===== config.mk =====
export PLATFORM = sky130hd
export DESIGN_NAME = uart_rx
export DESIGN_NICKNAME = d
export VERILOG_FILES = /design/src/rtl/uart_pkg.sv /design/src/rtl/uart_rx_sampler.sv /design/src/rtl/uart_rx.sv
export SDC_FILE = /design/constraint.sdc
export NUM_CORES = 1
export LEC_CHECK = 0
export CAP_MARGIN = 25
export CORE_ASPECT_RATIO = 0.6
export CORE_MARGIN = 5
export CORE_UTILIZATION = 30
export DETAILED_ROUTE_END_ITERATION = 10
export PLACE_DENSITY = 0.44
export SETUP_SLACK_MARGIN = 0.4
export SLEW_MARGIN = 40
export SYNTH_ARGS = -nofsm -noshare
export SYNTH_HDL_FRONTEND = slang
export SYNTH_SLANG_ARGS = --single-unit

===== constraint.sdc =====
create_clock -name CLK -period 2.9 [get_ports CLK]
set_clock_uncertainty 0.2 [all_clocks]
set_input_delay 0.725 -clock CLK [delete_from_list [all_inputs] [get_ports CLK]]
set_output_delay 0.725 -clock CLK [all_outputs]
set_load 0.05 [all_outputs]

===== src/rtl/uart_pkg.sv =====
// Shared UART definitions: receiver FSM states, parity selectors and the
// parity helper used by both the transmitter and the receiver.
package uart_pkg;

   typedef enum logic [2:0] {
      IDLE   = 3'd0,
      START  = 3'd1,
      DATA   = 3'd2,
      PARITY = 3'd3,
      STOP   = 3'd4
   } uart_state_e;

   localparam logic PAR_EVEN = 1'b0;
   localparam logic PAR_ODD  = 1'b1;

   // Widest data word the parity helper handles; narrower words are zero-extended.
   localparam int MAX_DATA_W = 16;

   function automatic logic calc_parity(input logic [MAX_DATA_W-1:0] data,
                                        input logic                  typ);
      return (^data) ^ (typ == PAR_ODD);
   endfunction

endpackage


===== src/rtl/uart_rx_sampler.sv =====
// Per-bit edge counter and 3-sample majority vote around the bit centre.
// bit_end strobes in the last cycle of each bit, when sampled_bit is settled.
module uart_rx_sampler #(
   parameter int PRESCALE = 8
) (
   input  logic clk,
   input  logic rst,
   input  logic start,
   input  logic en,
   input  logic rx_in,
   output logic bit_end,
   output logic sampled_bit
);

   localparam int ECW = (PRESCALE > 2) ? $clog2(PRESCALE) : 1;
   localparam logic [ECW-1:0] EDGE_LAST = ECW'(PRESCALE - 1);
   localparam logic [ECW-1:0] EDGE_S0   = ECW'(PRESCALE / 2 - 1);
   localparam logic [ECW-1:0] EDGE_S1   = ECW'(PRESCALE / 2);
   localparam logic [ECW-1:0] EDGE_S2   = ECW'(PRESCALE / 2 + 1);

   logic [ECW-1:0] edge_cnt_q, edge_cnt_d;
   logic [2:0]     smp_q, smp_d;

   always_comb begin
      edge_cnt_d = '0;
      smp_d      = smp_q;
      // The detection cycle is edge 0 of the start bit, so counting resumes at 1.
      if (start) begin
         edge_cnt_d = ECW'(1);
      end else if (en) begin
         edge_cnt_d = (edge_cnt_q == EDGE_LAST) ? '0 : edge_cnt_q + ECW'(1);
         if (edge_cnt_q == EDGE_S0) smp_d[0] = rx_in;
         if (edge_cnt_q == EDGE_S1) smp_d[1] = rx_in;
         if (edge_cnt_q == EDGE_S2) smp_d[2] = rx_in;
      end
   end

   always_ff @(posedge clk) begin
      if (rst) begin
         edge_cnt_q <= '0;
         smp_q      <= '0;
      end else begin
         edge_cnt_q <= edge_cnt_d;
         smp_q      <= smp_d;
      end
   end

   assign bit_end     = en && (edge_cnt_q == EDGE_LAST);
   assign sampled_bit = (smp_q[0] & smp_q[1]) | (smp_q[0] & smp_q[2]) | (smp_q[1] & smp_q[2]);

endmodule


===== src/rtl/uart_rx.sv =====
// UART receiver: start / DATA_WIDTH data bits LSB first / optional parity / stop.
// Good frames update P_DATA with a data_valid pulse; errors pulse par_err/stp_err.
module uart_rx
   import uart_pkg::*;
#(
   parameter int DATA_WIDTH = 8,
   parameter int PRESCALE   = 8
) (
   input  logic                  CLK,
   input  logic                  RST,
   input  logic                  RX_IN,
   input  logic                  party_en,
   input  logic                  party_typ,
   output logic [DATA_WIDTH-1:0] P_DATA,
   output logic                  data_valid,
   output logic                  par_err,
   output logic                  stp_err,
   output logic                  busy
);

   localparam int BCW = (DATA_WIDTH > 1) ? $clog2(DATA_WIDTH) : 1;
   localparam logic [BCW-1:0] BIT_LAST = BCW'(DATA_WIDTH - 1);

   uart_state_e           state_q, state_d;
   logic [BCW-1:0]        bit_cnt_q, bit_cnt_d;
   logic [DATA_WIDTH-1:0] shift_q, shift_d;
   logic [DATA_WIDTH-1:0] p_data_q, p_data_d;
   logic                  par_en_q, par_en_d;
   logic                  par_typ_q, par_typ_d;
   logic                  par_bad_q, par_bad_d;
   logic                  data_valid_q, data_valid_d;
   logic                  par_err_q, par_err_d;
   logic                  stp_err_q, stp_err_d;

   logic start_det;
   logic bit_end;
   logic sampled_bit;

   assign start_det = (state_q == IDLE) && !RX_IN;

   uart_rx_sampler #(
      .PRESCALE (PRESCALE)
   ) u_sampler (
      .clk         (CLK),
      .rst         (RST),
      .start       (start_det),
      .en          (state_q != IDLE),
      .rx_in       (RX_IN),
      .bit_end     (bit_end),
      .sampled_bit (sampled_bit)
   );

   always_comb begin
      state_d      = state_q;
      bit_cnt_d    = bit_cnt_q;
      shift_d      = shift_q;
      p_data_d     = p_data_q;
      par_en_d     = par_en_q;
      par_typ_d    = par_typ_q;
      par_bad_d    = par_bad_q;
      data_valid_d = 1'b0;
      par_err_d    = 1'b0;
      stp_err_d    = 1'b0;

      case (state_q)
         IDLE: begin
            // Frame options are latched here so mid-frame changes cannot corrupt it.
            if (start_det) begin
               state_d   = START;
               par_en_d  = party_en;
               par_typ_d = party_typ;
               par_bad_d = 1'b0;
            end
         end
         START: begin
            if (bit_end) begin
               if (sampled_bit) begin
                  state_d = IDLE;
               end else begin
                  state_d   = DATA;
                  bit_cnt_d = '0;
               end
            end
         end
         DATA: begin
            if (bit_end) begin
               shift_d[bit_cnt_q] = sampled_bit;
               if (bit_cnt_q == BIT_LAST) begin
                  state_d = par_en_q ? PARITY : STOP;
               end else begin
                  bit_cnt_d = bit_cnt_q + BCW'(1);
               end
            end
         end
         PARITY: begin
            if (bit_end) begin
               par_bad_d = sampled_bit != calc_parity(MAX_DATA_W'(shift_q), par_typ_q);
               state_d   = STOP;
            end
         end
         STOP: begin
            if (bit_end) begin
               state_d = IDLE;
               if (sampled_bit && !par_bad_q) begin
                  data_valid_d = 1'b1;
                  p_data_d     = shift_q;
               end
               par_err_d = par_bad_q;
               stp_err_d = !sampled_bit;
            end
         end
         default: state_d = IDLE;
      endcase
   end

   always_ff @(posedge CLK) begin
      if (RST) begin
         state_q      <= IDLE;
         bit_cnt_q    <= '0;
         shift_q      <= '0;
         p_data_q     <= '0;
         par_en_q     <= 1'b0;
         par_typ_q    <= 1'b0;
         par_bad_q    <= 1'b0;
         data_valid_q <= 1'b0;
         par_err_q    <= 1'b0;
         stp_err_q    <= 1'b0;
      end else begin
         state_q      <= state_d;
         bit_cnt_q    <= bit_cnt_d;
         shift_q      <= shift_d;
         p_data_q     <= p_data_d;
         par_en_q     <= par_en_d;
         par_typ_q    <= par_typ_d;
         par_bad_q    <= par_bad_d;
         data_valid_q <= data_valid_d;
         par_err_q    <= par_err_d;
         stp_err_q    <= stp_err_d;
      end
   end

   assign P_DATA     = p_data_q;
   assign data_valid = data_valid_q;
   assign par_err    = par_err_q;
   assign stp_err    = stp_err_q;
   assign busy       = (state_q != IDLE);

endmodule


==> flow_metrics.env <==
export IMPL_place_hpwl_um=2740
export IMPL_synth_mux_area_share_pct=11.09
export IMPL_fill_cells=597
export IMPL_status="completed"
export IMPL_crit_type="reg -> out"
export IMPL_gp_congestion=0.7509
export IMPL_rsz0062_at_grt="no"
export IMPL_irDropWorstVdd_v=0.0002401
export IMPL_drive_gt1_share_pct=11.73
export IMPL_crit_required_ns=1.98
export IMPL_grt_max_degree=17
export IMPL_final_max_slew_viol_count=0
export IMPL_slowest_delay_ns=0.71
export IMPL_cts_setup_buffers=0
export IMPL_die_w_um=107.6
export IMPL_wirelength_um=3763
export IMPL_drt_iter0_drc=51
export IMPL_synth_top_area_share_pct=39.71
export IMPL_critPathArrivalTime_ns=1.46
export IMPL_synth_fa_ha_area_share_pct=5.766
export IMPL_overflow=0
export IMPL_min_path_cells=2
export IMPL_core_um2=5570
export IMPL_leakagePower_nw=0.8268
export IMPL_yosysWarnings=0
export IMPL_boundaryPins=17
export IMPL_startpoint_type="flip-flop"
export IMPL_fin_nets=207
export IMPL_yosysTopAreaCell="dfxtp_1"
export IMPL_port_buffers=16
export IMPL_cts_resized=0
export IMPL_root_buffer="clkbuf_8"
export IMPL_clkTransAtPathRegs_ns=0.07
export IMPL_initial_utilization_pct=30.77
export IMPL_synth_simple_gate_area_share_pct=24.96
export IMPL_cts_buffer_depth=2
export IMPL_drc=0
export IMPL_yosysSeqAreaShare_pct=39.71
export IMPL_h_tree_depth=2
export IMPL_finalHoldViolations=0
export IMPL_synth_xor_area_share_pct=5.401
export IMPL_relSlewSlack_pct=59.27
export IMPL_yosys_top_cells_count="dfxtp_1 (34), nor2_1 (24), mux2i_1 (19)"
export IMPL_synth_compound_area_share_pct=8.978
export IMPL_wl_per_cell_um=13.63
export IMPL_power_density_nw_per_um2=620.6
export IMPL_ys_ff_latch=34
export IMPL_synthTopCellsByArea="dfxtp_1 (40%), mux2i_1 (11%), nor2_1 (5.3%)"
export IMPL_cts_tree="yes"
export IMPL_drv_cap=0
export IMPL_synth_edf_count=0
export IMPL_synthesis_nets=190
export IMPL_antenna_found_initial=0
export IMPL_setup_viol=0
export IMPL_fin_crit_ns=2.381
export IMPL_clk_latency_ns=0.29
export IMPL_finalCritPeriodShare_pct=82.10
export IMPL_cts_sinks=34
export IMPL_hold_path_class="reg -> reg"
export IMPL_drt_pass1_iter_count=4
export IMPL_finalNonFillerCells=276
export IMPL_tns_ns=0
export IMPL_area_delta_synth_final_pct=19.71
export IMPL_worst_pin_slew_ns=0.6100
export IMPL_r2r_cells=6
export IMPL_num_vias=1329
export IMPL_grt_pass1_wl_um=6444
export IMPL_die_y_um=68.55
export IMPL_dieArea_um2=7375
export IMPL_ys_flop_type="dfxtp_1"
export IMPL_drtAntennaViolNets=0
export IMPL_end_kind="output port"
export IMPL_cp_max_fo=16
export IMPL_ys_types=54
export IMPL_synth_top_family_by_area="simple AND/OR/NAND/NOR gates"
export IMPL_track_usage_pct=11.59
export IMPL_diodes=0
export IMPL_crit_chain="nor3_4 > inv_2 > buf_4"
export IMPL_fmax_mhz=420.0
export IMPL_cts_made_buffers=5
export IMPL_grt_pass1_vias=1341
export IMPL_syn_area_per_cell_um2=9.630
export IMPL_vias_per_cell=4.815
export IMPL_ys_async_sr_fraction_pct=0
export IMPL_fin_hold_ws_ns=0.2732
export IMPL_cts_hold_buffers=0
export IMPL_syn_inst=178
export IMPL_place_inst=268
export IMPL_row_count=21
export IMPL_critPathSlowestCell="dfxtp_1"
export IMPL_synthesis_area_um2=1714
export IMPL_yosysMostFrequentCell="dfxtp_1"
kinds of logic (layout without fill, tap and decap cells):
group / Yosys count / in the layout
xor gates and xnor gates: 9 / 9
muxes: 19 / 19
adders and majority gates: 8 / 8
AOI/OAI and AO/OA: 21 / 21
buffers and inverters: 15 / 33
DFF: 34 / 34
and+or+nand+nor: 72 / 72
cells in the final DEF, fill, tap and decap left out, drive strengths merged, types with 3 or more instances in the layout:
cell           instances
a21oi                  6
buf                    5
clkbuf                 6
clkdlybuf4s50         15
dfxtp                 34
ha                     7
inv                    5
mux2i                 19
nand2                  8
nand2b                 3
nand3                  5
nand4                  4
nor2                  25
nor3                   5
nor4b                  3
o21ai                  5
or3b                   3
xnor2                  6
per-stage QoR:
stage / utilization (%) / setup WS [ns] / total power (W) / area (µm²)
after floorplan: - / 0.8940 / 0.0008343 / 1714
after global placement: 35.02 / 0.4637 / 0.0008988 / 1951
after CTS: 36.73 / 0.4746 / 0.001284 / 2046
final: 36.84 / 0.5192 / 0.001274 / 2052
after global routing: 36.84 / 0.4039 / 0.001358 / 2052
after detailed placement: 35.02 / 0.4558 / 0.0009059 / 1951
flip-flops by register name (all words and copies together) (netlist names):
| signal | cells |
|---|---|
| u_sampler.edge_cnt_q | 3 |
| data_valid | 1 |
| state_q | 3 |
| par_bad_q | 1 |
| u_sampler.smp_q | 3 |
| stp_err | 1 |
| par_en_q | 1 |
| P_DATA | 8 |
| shift_q | 8 |
| par_err | 1 |
| par_typ_q | 1 |
| bit_cnt_q | 3 |
routing by layer:
layer	vias up	global-route usage [%]	share of wire (%)
li1	663	-	-
met1	634	15.20	51
met3	6	3.721	4.4
met4	0	5.984	1.5
met5	-	0	0
met2	26	17.18	43
worst paths after layout:
path | from | to | slack [ns]
worst max-delay path | state_q[0] | busy | 0.52
worst min-delay path | u_sampler.smp_q[0] | u_sampler.smp_q[0] | 0.27
worst max register to register | u_sampler.edge_cnt_q[0] | state_q[0] | 0.61
worst min register to register | u_sampler.smp_q[0] | u_sampler.smp_q[0] | 0.27
area by class of cell:
class	count	area (µm²)	area share, %
multi-input combinational	129	969.7	47.26
sequential	34	680.7	33.17
timing repair buffer	20	187.7	9.146
clock buffer	6	82.58	4.024
tap	80	100.1	4.878
clock inverter	2	12.51	0.6098
inverter	5	18.77	0.9146
worst max-delay path: cells and delay by family, from the launching register on:
kind,cells,cell delay [ns]
flops,1,0.71
buf+inv,2,0.34
simple gates,1,0.12
power breakdown:
group	internal, W	leakage (nW)	total (W)	switching, W
clock network	0.000191	0.0472	0.000368	0.000178
registers	0.000492	0.275	0.000554	0.0000616
logic	0.000152	0.505	0.000351	0.000199
Note: power is estimated with default switching activity, not from simulation.
